`src/rtl/accel_pkg.sv`:
```
// Shared definitions for the accelerometer sample filter: default widths
// and the window FSM state encoding.
package accel_pkg;

  localparam int DATA_W_DEF   = 12;
  localparam int AVG_LOG2_DEF = 3;

  typedef enum logic {
    FILL = 1'b0,
    RUN  = 1'b1
  } state_t;

endpackage

```
`src/rtl/accel_axis_acc.sv`:
```
// Per-axis window accumulator: sums samples, produces the floored window
// average and optionally flags a large change against the previous average.
// Optional feature macro: ACCEL_MOTION_DETECT_EN (adds the delta compare).
module accel_axis_acc
  import accel_pkg::*;
#(
  parameter int DATA_W        = DATA_W_DEF,
  parameter int AVG_LOG2      = AVG_LOG2_DEF,
  parameter int MOTION_THRESH = 64
) (
  input  logic                     clk,
  input  logic                     rst,
  input  logic                     clear,
  input  logic                     accept,
  input  logic                     last,
  input  logic signed [DATA_W-1:0] sample,
  output logic signed [DATA_W-1:0] filt
`ifdef ACCEL_MOTION_DETECT_EN
  ,
  output logic                     over
`endif
);

  localparam int ACC_W = DATA_W + AVG_LOG2;

  logic signed [ACC_W-1:0]  acc;
  logic signed [ACC_W-1:0]  sum;
  logic signed [ACC_W-1:0]  shifted;
  logic signed [DATA_W-1:0] avg;

  // Running sum including the current sample and its floored average.
  always_comb begin
    sum     = acc + {{AVG_LOG2{sample[DATA_W-1]}}, sample};
    shifted = sum >>> AVG_LOG2;
    avg     = shifted[DATA_W-1:0];
  end

  // Accumulator restarts on reset/clear and after each completed window.
  always_ff @(posedge clk) begin
    if (rst || clear) begin
      acc <= '0;
    end else if (accept) begin
      acc <= last ? '0 : sum;
    end
  end

  // Average output only moves when a window completes; clear leaves it held.
  always_ff @(posedge clk) begin
    if (rst) begin
      filt <= '0;
    end else if (accept && last) begin
      filt <= avg;
    end
  end

`ifdef ACCEL_MOTION_DETECT_EN
  localparam logic [DATA_W:0] THRESH = (DATA_W+1)'(MOTION_THRESH);

  logic signed [DATA_W:0] diff;
  logic        [DATA_W:0] mag;

  // One extra bit keeps the difference of two DATA_W values exact.
  always_comb begin
    diff = {avg[DATA_W-1], avg} - {filt[DATA_W-1], filt};
    mag  = diff[DATA_W] ? -diff : diff;
    over = (mag > THRESH);
  end
`endif

endmodule

```
`src/rtl/accel_sample_filter.sv`:
```
// Accelerometer box-car filter: averages 2^AVG_LOG2 samples per axis and
// reports a strobe per completed window.
// Optional feature macro: ACCEL_MOTION_DETECT_EN (motion strobe).
//
// state | meaning
// ------+--------------------------------------------------
// FILL  | first window since reset/clear, no prior average
// RUN   | a previous window average is held in Filt*
module accel_sample_filter
  import accel_pkg::*;
#(
  parameter int DATA_W        = DATA_W_DEF,
  parameter int AVG_LOG2      = AVG_LOG2_DEF,
  parameter int MOTION_THRESH = 64
) (
  input  logic                     CLOCK_50,
  input  logic                     RESET,
  input  logic                     sample_valid,
  input  logic signed [DATA_W-1:0] AccelX,
  input  logic signed [DATA_W-1:0] AccelY,
  input  logic signed [DATA_W-1:0] AccelZ,
  input  logic                     clear,
  output logic signed [DATA_W-1:0] FiltX,
  output logic signed [DATA_W-1:0] FiltY,
  output logic signed [DATA_W-1:0] FiltZ,
  output logic                     filt_valid,
  output logic                     motion
);

  if (AVG_LOG2 < 1 || AVG_LOG2 > 6 || MOTION_THRESH < 0) begin : g_param_chk
    $error("accel_sample_filter: illegal AVG_LOG2 or MOTION_THRESH");
  end

  state_t              state;
  state_t              state_next;
  logic [AVG_LOG2-1:0] cnt;
  logic                accept;
  logic                last;
  logic                complete;

  // clear wins over a coincident sample, so the sample is never accepted.
  assign accept   = sample_valid & ~clear;
  assign last     = (cnt == '1);
  assign complete = accept & last;

  // Sample counter wraps naturally at the window size.
  always_ff @(posedge CLOCK_50) begin
    if (RESET || clear) begin
      cnt <= '0;
    end else if (accept) begin
      cnt <= cnt + 1'b1;
    end
  end

  // FSM state register.
  always_ff @(posedge CLOCK_50) begin
    if (RESET) begin
      state <= FILL;
    end else begin
      state <= state_next;
    end
  end

  // FSM next state: first completed window moves to RUN, clear returns to FILL.
  always_comb begin
    state_next = state;
    if (clear) begin
      state_next = FILL;
    end else if (complete) begin
      state_next = RUN;
    end
  end

  // Window-complete strobe, one cycle after the completing sample.
  always_ff @(posedge CLOCK_50) begin
    if (RESET) begin
      filt_valid <= 1'b0;
    end else begin
      filt_valid <= complete;
    end
  end

`ifdef ACCEL_MOTION_DETECT_EN
  logic over_x;
  logic over_y;
  logic over_z;

  // Motion only makes sense against a real previous average, hence RUN only.
  always_ff @(posedge CLOCK_50) begin
    if (RESET) begin
      motion <= 1'b0;
    end else begin
      motion <= complete && (state == RUN) && (over_x || over_y || over_z);
    end
  end
`else
  assign motion = 1'b0;
`endif

  accel_axis_acc #(.DATA_W(DATA_W), .AVG_LOG2(AVG_LOG2), .MOTION_THRESH(MOTION_THRESH)) u_acc_x (
    .clk    (CLOCK_50),
    .rst    (RESET),
    .clear  (clear),
    .accept (accept),
    .last   (last),
    .sample (AccelX),
    .filt   (FiltX)
`ifdef ACCEL_MOTION_DETECT_EN
    ,
    .over   (over_x)
`endif
  );

  accel_axis_acc #(.DATA_W(DATA_W), .AVG_LOG2(AVG_LOG2), .MOTION_THRESH(MOTION_THRESH)) u_acc_y (
    .clk    (CLOCK_50),
    .rst    (RESET),
    .clear  (clear),
    .accept (accept),
    .last   (last),
    .sample (AccelY),
    .filt   (FiltY)
`ifdef ACCEL_MOTION_DETECT_EN
    ,
    .over   (over_y)
`endif
  );

  accel_axis_acc #(.DATA_W(DATA_W), .AVG_LOG2(AVG_LOG2), .MOTION_THRESH(MOTION_THRESH)) u_acc_z (
    .clk    (CLOCK_50),
    .rst    (RESET),
    .clear  (clear),
    .accept (accept),
    .last   (last),
    .sample (AccelZ),
    .filt   (FiltZ)
`ifdef ACCEL_MOTION_DETECT_EN
    ,
    .over   (over_z)
`endif
  );

endmodule

```
`config.mk`:
```
export PLATFORM = sky130hd
export DESIGN_NAME = accel_sample_filter
export DESIGN_NICKNAME = d
export VERILOG_FILES = /design/src/rtl/accel_pkg.sv /design/src/rtl/accel_axis_acc.sv /design/src/rtl/accel_sample_filter.sv
export SDC_FILE = /design/constraint.sdc
export NUM_CORES = 1
export LEC_CHECK = 0
export CAP_MARGIN = 5
export CORE_AREA = 3 3 105 182
export DETAILED_ROUTE_END_ITERATION = 10
export DIE_AREA = 0 0 108 185
export GPL_ROUTABILITY_DRIVEN = 0
export SETUP_SLACK_MARGIN = 0.2
export SYNTH_ARGS = -nofsm -noshare
export SYNTH_HDL_FRONTEND = slang
export SYNTH_SLANG_ARGS = --single-unit
```
`constraint.sdc`:
```
create_clock -name CLOCK_50 -period 4.4 [get_ports CLOCK_50]
set_input_delay 0.44 -clock CLOCK_50 [delete_from_list [all_inputs] [get_ports CLOCK_50]]
set_output_delay 0.44 -clock CLOCK_50 [all_outputs]
set_load 0.02 [all_outputs]
```
==> flow_summary.json <==
{
  "status": "finished, final reports clean",
  "instances_no_fill": 932,
  "end_kind": "flip-flop",
  "clk_pin_slew_worst_paths_ns": 0.06,
  "syn_avg_cell_area_um2": 8.39,
  "p_leak_nw": 2.72,
  "combPwrFrac_pct": 16.4,
  "num_vias": 4836,
  "p_sw_uw": 481,
  "die_height_um": 185,
  "synthFlopType": "dfxtp_1",
  "synth-edff-count": 0,
  "critPathBufInv": 1,
  "ys_seq_area_share_pct": 32.2,
  "cp.arrival_ns": 3.41,
  "setup_tns_ns": 0,
  "dr.pass1.iters": 4,
  "drc": 0,
  "ctsHoldBuffers": 0,
  "cp.required_ns": 4.63,
  "rsz0062_at_grt": "false",
  "post_cts_buffers": 0,
  "io_buffers": 76,
  "final.setup_skew_ns": 0.00934,
  "cts_tree": "built",
  "clkPwrFrac_pct": 41.1,
  "min_to": "u_acc_z.filt[4]$_SDFFE_PP0P_",
  "dp.cells": 916,
  "hold_path_depth": 2,
  "slew_viol_final": 0,
  "max-vdd-ir-drop_uv": 187,
  "cts_resized": 0,
  "antenna_found_initial": 1,
  "synth_cells": 631,
  "netlist_area_um2": 5290,
  "drv_cap": 0,
  "worstSetupPathType": "primary input to flip-flop",
  "synth_seq_cells": 85,
  "cts_buffer_depth": 2,
  "grt_usage_pct": 14.9,
  "p_sw_share_pct": 25.7,
  "r2r_start": "u_acc_z.acc[0]$_SDFFE_PP0P_",
  "clk_latency_ns": 0.34,
  "hp-start": "u_acc_z.filt[4]$_SDFFE_PP0P_",
  "coreArea_um2": 17700,
  "yosys.area.top_type": "dfxtp_1",
  "cts_sinks": 85,
  "vias_per_cell": 5.19,
  "final_hold_viol_count": 0,
  "fin_crit_ns": 3.18,
  "route.layer.met1.wl_mm": 6.40,
  "root_buffer": "clkbuf_16",
  "netlist.area_leader.share_pct": 32.2,
  "crit_path_top_delay_cell": "a2111oi_0",
  "final.period_utilization_pct": 72.3,
  "worst-path-max-fanout": 3,
  "htree_levels": 3,
  "start_kind": "primary input",
  "grt_pass1_wl_mm": 23.8,
  "powerDensity_nw_per_um2": 284,
  "routedWlPerCell_um": 15.7,
  "grt_pass1_vias": 4771,
  "reg2reg_to": "u_acc_z.acc[12]$_SDFFE_PP0P_",
  "cp_top_family": "compound AO/OA/AOI/OAI gates",
  "drive_above_1_share_pct": 5.43,
  "postRouteAntennaNets": 0,
  "yosys.cell_types.count": 67,
  "fp.dieW_um": 108,
  "num_rows": 64,
  "place_hpwl_mm": 10.8,
  "rrSetupSlack_ns": 1.43,
  "layout.nets": 783,
  "reg2regPathDepth": 8,
  "drt_iter0_markers": 189,
  "p_int_mw": 1.39,
  "hp-class": "flip-flop to flip-flop",
  "initial_core_util_pct": 29.9,
  "p_seq_share_pct": 42.5,
  "grt_max_degree": 52,
  "worst_pin_slew_ns": 1.15,
  "wl_met3_um": 478,
  "fmax_mhz": 314,
  "totalWireLength_mm": 14.6,
  "ys_warn_count": 0,
  "route.met2.wl_mm": 7.42,
  "top_layer": "met4",
  "dieArea_um2": 20000,
  "fillCellCount": 1842,
  "num_io_pins": 78,
  "syn2layout_area_growth_pct": 24.7,
  "async_flop_share_pct": 0,
  "synth.area.top_cells": "dfxtp_1, ha_1, a21oi_1, a21o_1, nor2_1",
  "setup_viol": 0,
  "cts_made_buffers": 9,
  "syn_nets": 718,
  "relSlewSlack_pct": 23.3,
  "worstPathCellList": "clkdlybuf4s50_1, ha_1, fa_1, a211oi_1, o21bai_1, a2111oi_0, o21ai_0, o2bb2ai_1, a211o_1",
  "cpPeakStageDelay_ns": 0.67,
  "grt_overflow": 0
}
registers in the layout, summed over array words and instances (netlist names):
signal / cells
cnt: 3
filt_valid: 1
u_acc_x.acc: 15
u_acc_x.filt: 12
u_acc_y.acc: 15
u_acc_y.filt: 12
u_acc_z.acc: 15
u_acc_z.filt: 12
through the flow:
step | power, mW | utilization (%) | hold WS (ns) | instance area (um2) | worst slack (ns)
6_report | 1.87 | 37.3 | 0.455 | 6600 | 1.22
5_1_grt | 1.97 | 37.3 | 0.480 | 6600 | 0.954
4_1_cts | 1.89 | 37.3 | 0.459 | 6600 | 1.24
3_5_place_dp | 1.12 | 35.6 | 0.449 | 6300 | 0.907
3_3_place_gp | 1.12 | 35.6 | 0.441 | 6300 | 0.951
2_1_floorplan | 1.02 | - | 0.429 | 5290 | 1.57
synth_stat cells, types with 5 or more instances:
cell type / n
dfxtp_1: 85
a21oi_1: 56
nor2_1: 56
nand2_1: 52
ha_1: 44
o21ai_0: 35
a21o_1: 28
clkbuf_1: 28
nand3_1: 19
nand3b_1: 13
a22oi_1: 12
and3_1: 12
or3_1: 12
a211oi_1: 11
xor2_1: 11
inv_1: 10
xnor2_1: 10
nand2b_1: 8
nand4_1: 8
nor3b_1: 8
or2_2: 8
nor3_1: 7
a211o_1: 6
a32o_1: 6
o21bai_1: 6
mux2i_1: 5
o31ai_1: 5
layout by cell type, fill, tap and decap left out, types with 5 or more instances in the layout:
master / count
a211o_1: 6
a211oi_1: 11
a21o_1: 28
a21oi_1: 56
a22oi_1: 12
a32o_1: 6
and3_1: 12
buf_4: 7
clkbuf_16: 9
clkdlybuf4s50_1: 75
dfxtp_1: 85
ha_1: 44
inv_1: 10
mux2i_1: 5
nand2_1: 52
nand2b_1: 8
nand3_1: 19
nand3b_1: 13
nand4_1: 8
nor2_1: 55
nor3_1: 7
nor3b_1: 7
o21ai_0: 35
o21bai_1: 6
o31ai_1: 5
or2_2: 8
or3_1: 12
xnor2_1: 10
xor2_1: 11
worst max path at each step:
| stage | startpoint | end | slack [ns] | cells after the start |
|---|---|---|---|---|
| final | AccelZ[0] | u_acc_z.acc[12]$_SDFFE_PP0P_ | 1.22 | 9 |
| after global routing | AccelZ[0] | u_acc_z.acc[12]$_SDFFE_PP0P_ | 0.95 | 9 |
| after CTS | AccelZ[0] | u_acc_z.acc[12]$_SDFFE_PP0P_ | 1.24 | 9 |
| after detailed placement | AccelZ[0] | u_acc_z.acc[12]$_SDFFE_PP0P_ | 0.91 | 9 |
| after global placement | AccelZ[0] | u_acc_z.acc[12]$_SDFFE_PP0P_ | 0.95 | 9 |
| after floorplan | AccelY[0] | u_acc_y.filt[9]$_SDFFE_PP0P_ | 1.57 | 8 |
power by group through the flow:
stage          clock network [mW]  registers, mW  logic, mW
2_1_floorplan                   0          0.810      0.213
4_1_cts                     0.789          0.796      0.307
5_1_grt                     0.827          0.797      0.344
3_3_place_gp                    0          0.812      0.303
6_report                    0.770          0.796      0.306
3_5_place_dp                    0          0.813      0.305
metal layers:
| metal | GRT usage (%) | vias to the layer above |
|---|---|---|
| li1 | - | 2491 |
| met1 | 17.8 | 2247 |
| met2 | 26.3 | 81 |
| met3 | 2.90 | 17 |
| met4 | 5.41 | 0 |
| met5 | 0 | - |
worst reg2reg max path, stage by stage (launching register included):
cell	delay [ns]
dfxtp_1	0.31
ha_1	0.22
fa_1	0.45
a211oi_1	0.26
o21bai_1	0.16
a2111oi_0	0.67
o21ai_0	0.32
o2bb2ai_1	0.19
a211o_1	0.27
cell families (layout without fill, tap and decap cells):
group / Yosys count / in the layout / synth area share (%)
adder cells (fa/ha/maj): 47 / 47 / 11.5
buffers and inverters: 40 / 109 / 2.91
multiplexers: 5 / 5 / 0.946
AND/OR/NAND/NOR: 220 / 220 / 21.3
other: 1 / 2 / 0.0709
flip-flops: 85 / 85 / 32.2
XOR/XNOR: 21 / 21 / 3.48
AO/OA/AOI/OAI: 212 / 212 / 27.7
layout make-up:
class                           instances  area [um2]  share of cell area (%)
Antenna cell                            1        2.50                  0.0379
Clock buffer                           14         264                    4.00
Clock inverter                          1        30.0                   0.455
Inverter                               10        37.5                   0.569
Multi-Input combinational cell        506        3440                    52.2
Sequential cell                        85        1700                    25.8
Tap cell                              231         289                    4.38
Timing Repair Buffer                   84         828                    12.6
Power figures use the tool's default switching activity.
